$ cat src/rtl/gsu_pkg.sv
// Shared definitions for the GSU pixel-cache flush path: sequencer state
// encoding, bitplane mode encodings and the mode-to-plane-count mapping.
package gsu_pkg;

   typedef enum logic [1:0] {
      ST_IDLE    = 2'd0,
      ST_GATHER  = 2'd1,
      ST_PRESENT = 2'd2,
      ST_FINISH  = 2'd3
   } state_t;

   localparam logic [1:0] BPP_2 = 2'b00;
   localparam logic [1:0] BPP_4 = 2'b01;
   localparam logic [1:0] BPP_8 = 2'b10;

   // Modes 10 and 11 both mean 8bpp; without 8bpp support they fall back to 4bpp.
   function automatic logic [3:0] planes_for_mode(input logic [1:0] mode, input logic en8);
      logic [3:0] n;
      if (mode == BPP_2) begin
         n = 4'd2;
      end else if (mode == BPP_4) begin
         n = 4'd4;
      end else if (en8) begin
         n = 4'd8;
      end else begin
         n = 4'd4;
      end
      return n;
   endfunction

   function automatic logic [7:0] reverse_byte(input logic [7:0] b);
      logic [7:0] r;
      for (int i = 0; i < 8; i++) begin
         r[7-i] = b[i];
      end
      return r;
   endfunction

endpackage

$ cat src/rtl/bitplane_flush_sequencer.sv
// Walks the 64:1 cache mux one pixel per cycle to assemble SNES bitplane bytes
// and offers each byte, with its pixel write mask, over a valid/ready port.
module bitplane_flush_sequencer
   import gsu_pkg::*;
#(
   parameter bit ENABLE_8BPP = 1'b1,
   parameter bit MASK_OUTPUT = 1'b1
) (
   input  logic       clk,
   input  logic       reset,
   input  logic       start,
   input  logic [1:0] bpp_mode,
   input  logic [7:0] dirty_mask,
   output logic [5:0] mux_selector,
   input  logic       mux_bit,
   output logic [7:0] plane_data,
   output logic [2:0] plane_index,
   output logic [7:0] plane_mask,
   output logic       plane_valid,
   input  logic       plane_ready,
   output logic       busy,
   output logic       done
);

   state_t     state_q, state_d;
   logic [1:0] mode_q, mode_d;
   logic [2:0] pixel_q, pixel_d;
   logic [2:0] plane_q, plane_d;
   logic [7:0] shift_q, shift_d;
   logic [5:0] sel_q, sel_d;
   logic [7:0] data_q, data_d;
   logic [2:0] index_q, index_d;
   logic [7:0] mask_q, mask_d;
   logic       valid_q, valid_d;
   logic [3:0] n_planes;
   logic       last_plane;

   assign n_planes   = planes_for_mode(mode_q, ENABLE_8BPP);
   assign last_plane = ({1'b0, plane_q} == (n_planes - 4'd1));

   always_comb begin
      state_d = state_q;
      mode_d  = mode_q;
      pixel_d = pixel_q;
      plane_d = plane_q;
      shift_d = shift_q;
      sel_d   = sel_q;
      data_d  = data_q;
      index_d = index_q;
      mask_d  = mask_q;
      valid_d = valid_q;

      case (state_q)
         ST_IDLE: begin
            if (start) begin
               if (dirty_mask != 8'h00) begin
                  mode_d  = bpp_mode;
                  mask_d  = MASK_OUTPUT ? reverse_byte(dirty_mask) : 8'hFF;
                  pixel_d = 3'd0;
                  plane_d = 3'd0;
                  shift_d = 8'h00;
                  sel_d   = 6'd0;
                  state_d = ST_GATHER;
               end else begin
                  state_d = ST_FINISH;
               end
            end
         end

         // Selector already points at {pixel, plane}, so mux_bit belongs to pixel_q.
         ST_GATHER: begin
            shift_d[3'd7 - pixel_q] = mux_bit;
            pixel_d = pixel_q + 3'd1;
            if (pixel_q == 3'd7) begin
               data_d  = shift_d;
               index_d = plane_q;
               valid_d = 1'b1;
               state_d = ST_PRESENT;
            end else begin
               sel_d = {pixel_d, plane_q};
            end
         end

         ST_PRESENT: begin
            if (plane_ready) begin
               valid_d = 1'b0;
               if (last_plane) begin
                  state_d = ST_FINISH;
               end else begin
                  plane_d = plane_q + 3'd1;
                  pixel_d = 3'd0;
                  sel_d   = {3'd0, plane_d};
                  state_d = ST_GATHER;
               end
            end
         end

         ST_FINISH: begin
            state_d = ST_IDLE;
         end

         default: begin
            state_d = ST_IDLE;
         end
      endcase
   end

   always_ff @(posedge clk) begin
      if (reset) begin
         state_q <= ST_IDLE;
         mode_q  <= 2'b00;
         pixel_q <= 3'd0;
         plane_q <= 3'd0;
         shift_q <= 8'h00;
         sel_q   <= 6'd0;
         data_q  <= 8'h00;
         index_q <= 3'd0;
         mask_q  <= 8'h00;
         valid_q <= 1'b0;
      end else begin
         state_q <= state_d;
         mode_q  <= mode_d;
         pixel_q <= pixel_d;
         plane_q <= plane_d;
         shift_q <= shift_d;
         sel_q   <= sel_d;
         data_q  <= data_d;
         index_q <= index_d;
         mask_q  <= mask_d;
         valid_q <= valid_d;
      end
   end

   assign mux_selector = sel_q;
   assign plane_data   = data_q;
   assign plane_index  = index_q;
   assign plane_mask   = mask_q;
   assign plane_valid  = valid_q;
   assign busy         = (state_q != ST_IDLE);
   assign done         = (state_q == ST_FINISH);

endmodule

$ cat config.mk
export PLATFORM = sky130hd
export DESIGN_NAME = bitplane_flush_sequencer
export DESIGN_NICKNAME = d
export VERILOG_FILES = /design/src/rtl/gsu_pkg.sv /design/src/rtl/bitplane_flush_sequencer.sv
export SDC_FILE = /design/constraint.sdc
export NUM_CORES = 1
export LEC_CHECK = 0
export ABC_AREA = 1
export CORE_MARGIN = 2
export CORE_UTILIZATION = 45
export DETAILED_ROUTE_END_ITERATION = 10
export GPL_TIMING_DRIVEN = 1
export PLACE_DENSITY = 0.69
export SYNTH_ARGS = -nofsm -noshare
export SYNTH_HDL_FRONTEND = slang
export SYNTH_SLANG_ARGS = --single-unit
$ cat constraint.sdc
create_clock -name clk -period 3.1 [get_ports clk]
set_input_delay 0.465 -clock clk [delete_from_list [all_inputs] [get_ports clk]]
set_output_delay 0.465 -clock clk [all_outputs]
set_load 0.005 [all_outputs]
==> results.yml <==
global_routing:
  antenna_found_initial: 0
  grt_pass1_wl_um: 8710
  grt_max_degree: 44
  grtUsageTotal: 0.179
  use_met1: 0.244
  use_met3: 0.0438
  grt_pass1_vias: 1911
  top_usage_layer: "met2"
  grt_use_met2: 0.277
  gr-total-overflow: 0
sta:
  rsz0062_at_grt: "false"
  setup_slack_ns: 0.852
  slew_violations: 0
  tightest_slew_ns: 0.629
  max_freq_mhz: 445
  fin_setup_tns_ns: 0
  fin_crit_sh: 0.725
  finClkSkew_ns: 0.00697
  fin_crit_ns: 2.25
  final-hold-violation-count: 0
  maxSlewHeadroom: 0.580
  setup_viol: 0
final_layout:
  n_antenna_cell: 0
  multiInputGateArea_mm2: 0.00119
  layout.area.seq_um2: 881
  drive_above_1_share: 0.0961
  stdcell_count: 455
  final.fill_count: 522
  nets: 407
  fin_area_mm2: 0.00291
  syn_to_final_growth_pct: 23.2
floorplan:
  design.portCount: 43
  num_rows: 26
  die_w_um: 76.4
  die_h_um: 76.4
  initial_utilization: 0.465
  die_area_mm2: 0.00584
  placeableCoreArea_mm2: 0.00507
place:
  io_buffers: 42
  globalplace.congestion: 0.840
  dp_hpwl_um: 3610
  dpl_worst_slack_ns: 1.10
  place_area_mm2: 0.00280
  dp_cells: 447
job:
  drv_cap: 0
detailed_routing:
  drtIter0Drc: 94
  drt-wirelength-per-cell_um: 11.3
  via_count: 2183
  vias_per_cell: 4.80
  ant_nets: 0
  drc: 0
  drt-total-wl_um: 5140
  first_pass_iters: 4
yosys:
  syn_avg_cell_area_um2: 6.84
  ys_ff_latch: 44
  ys_warn_count: 0
  synth_nets: 368
  synth_seq_area_share: 0.373
  synth-edff-count: 0
  synthCells: 345
  async_reset_ff_frac: 0
  synth_most_common_cell: "nand2_1"
  ys.flop_type: "dfxtp_1"
  synth_top_cell_by_area: "dfxtp_1"
  yosysUniqueCellTypes: 26
  synth_area_leaders: "dfxtp_1 (37%), nand2_1 (12%), nor2_1 (8.3%)"
  synth_top_area_share: 0.373
  synthTopCellsByCount: "nand2_1 (76), nor2_1 (52), inv_1 (51), dfxtp_1 (44)"
  syn_area_mm2: 0.00236
clocking:
  cts_buffer_depth: 2
  cts_resized: 0
  clock_latency_ns: 0.30
  cts_buffers: 5
  tritoncts: "done"
  cts_num_sinks: 44
  root_buffer: "clkbuf_8"
  ctsHoldBuffers: 0
  cts_setup_buffers: 0
  htree_levels: 2
  path_clk_slew_ns: 0.09
critical_path:
  end_kind: "output port"
  arrival_ns: 1.78
  path_max_fanout: 5
  worstPathRequired_ns: 2.63
  worstSetupPathType: "flop to output port"
  cp-start-kind: "flop"
run_status:
  status: "complete, no violations"
min_path:
  hold_class: "flop to flop"
power:
  power_density_mw_per_mm2: 842
  p_leak_nw: 1.41
  ir_worst_vdd_mv: 0.410
layer usage:
layer  part of all wire  up-vias
met3              0.061        4
li1                   -     1161
met1               0.50      960
met5                  0        -
met4              0.010        0
met2               0.43       58
worst max-delay path, cell delays in order (launching register included):
cell             delay (ns)
dfxtp_1                0.40
inv_1                  0.10
ha_1                   0.31
inv_2                  0.16
clkdlybuf4s50_1        0.52
power by group:
part	total [mW]	internal (mW)	switching, mW
Sequential	0.833	0.724	0.109
Combinational	1.16	0.478	0.684
Clock	0.453	0.239	0.214
per-stage QoR:
stage / total power [mW] / util / hold slack (ns)
2_1_floorplan: 1.67 / - / 0.467
3_3_place_gp: 1.99 / 0.551 / 0.482
3_5_place_dp: 2.00 / 0.551 / 0.488
4_1_cts: 2.46 / 0.573 / 0.510
5_1_grt: 2.66 / 0.573 / 0.536
6_report: 2.45 / 0.573 / 0.508
kinds of logic after synthesis:
| logic type | synth area share |
|---|---|
| AND/OR/NAND/NOR | 0.350 |
| buffers and inverters | 0.122 |
| AO/OA/AOI/OAI | 0.112 |
| flip-flops | 0.373 |
| adder cells (fa/ha/maj) | 0.0424 |
state kept, by name, indices dropped and copies added, names as in the netlist:
name          flops
state_q           2
plane_mask        8
mux_selector      6
plane_valid       1
shift_q           8
pixel_q           3
plane_data        8
plane_q           3
mode_q            2
plane_index       3
placed cells by master, fill, tap and decap left out, drive strengths merged:
cell	synthesis	routed
nand2	80	80
nor2	68	68
inv	55	55
dfxtp	44	44
clkdlybuf4s50	0	42
o21ai	26	26
nand3	22	22
nand4	11	11
o211ai	9	9
a21oi	9	9
ha	8	8
clkbuf	2	5
nand3b	1	1
a31oi	1	1
clkinvlp	0	1
bufinv	0	1
clkinv	0	1
buf	9	1
worst paths after layout:
path | from | endpoint | slack, ns | cells past startpoint
max | state_q[0]$_SDFFE_PP0P_ | busy | 0.85 | 4
min | plane_data[4]$_SDFFE_PP0P_ | plane_data[4]$_SDFFE_PP0P_ | 0.51 | 2
max reg2reg | state_q[1]$_SDFFE_PP0P_ | plane_data[1]$_SDFFE_PP0P_ | 1.06 | 7
min reg2reg | plane_data[4]$_SDFFE_PP0P_ | plane_data[4]$_SDFFE_PP0P_ | 0.51 | 2
final cells by class:
class	instances	area share
Sequential cell	44	0.303
Inverter	55	0.0719
Timing Repair Buffer	43	0.147
Clock inverter	3	0.0146
Tap cell	70	0.0301
Clock buffer	5	0.0237
Multi-Input combinational cell	235	0.409
Note: power is estimated with default switching activity, not from simulation.
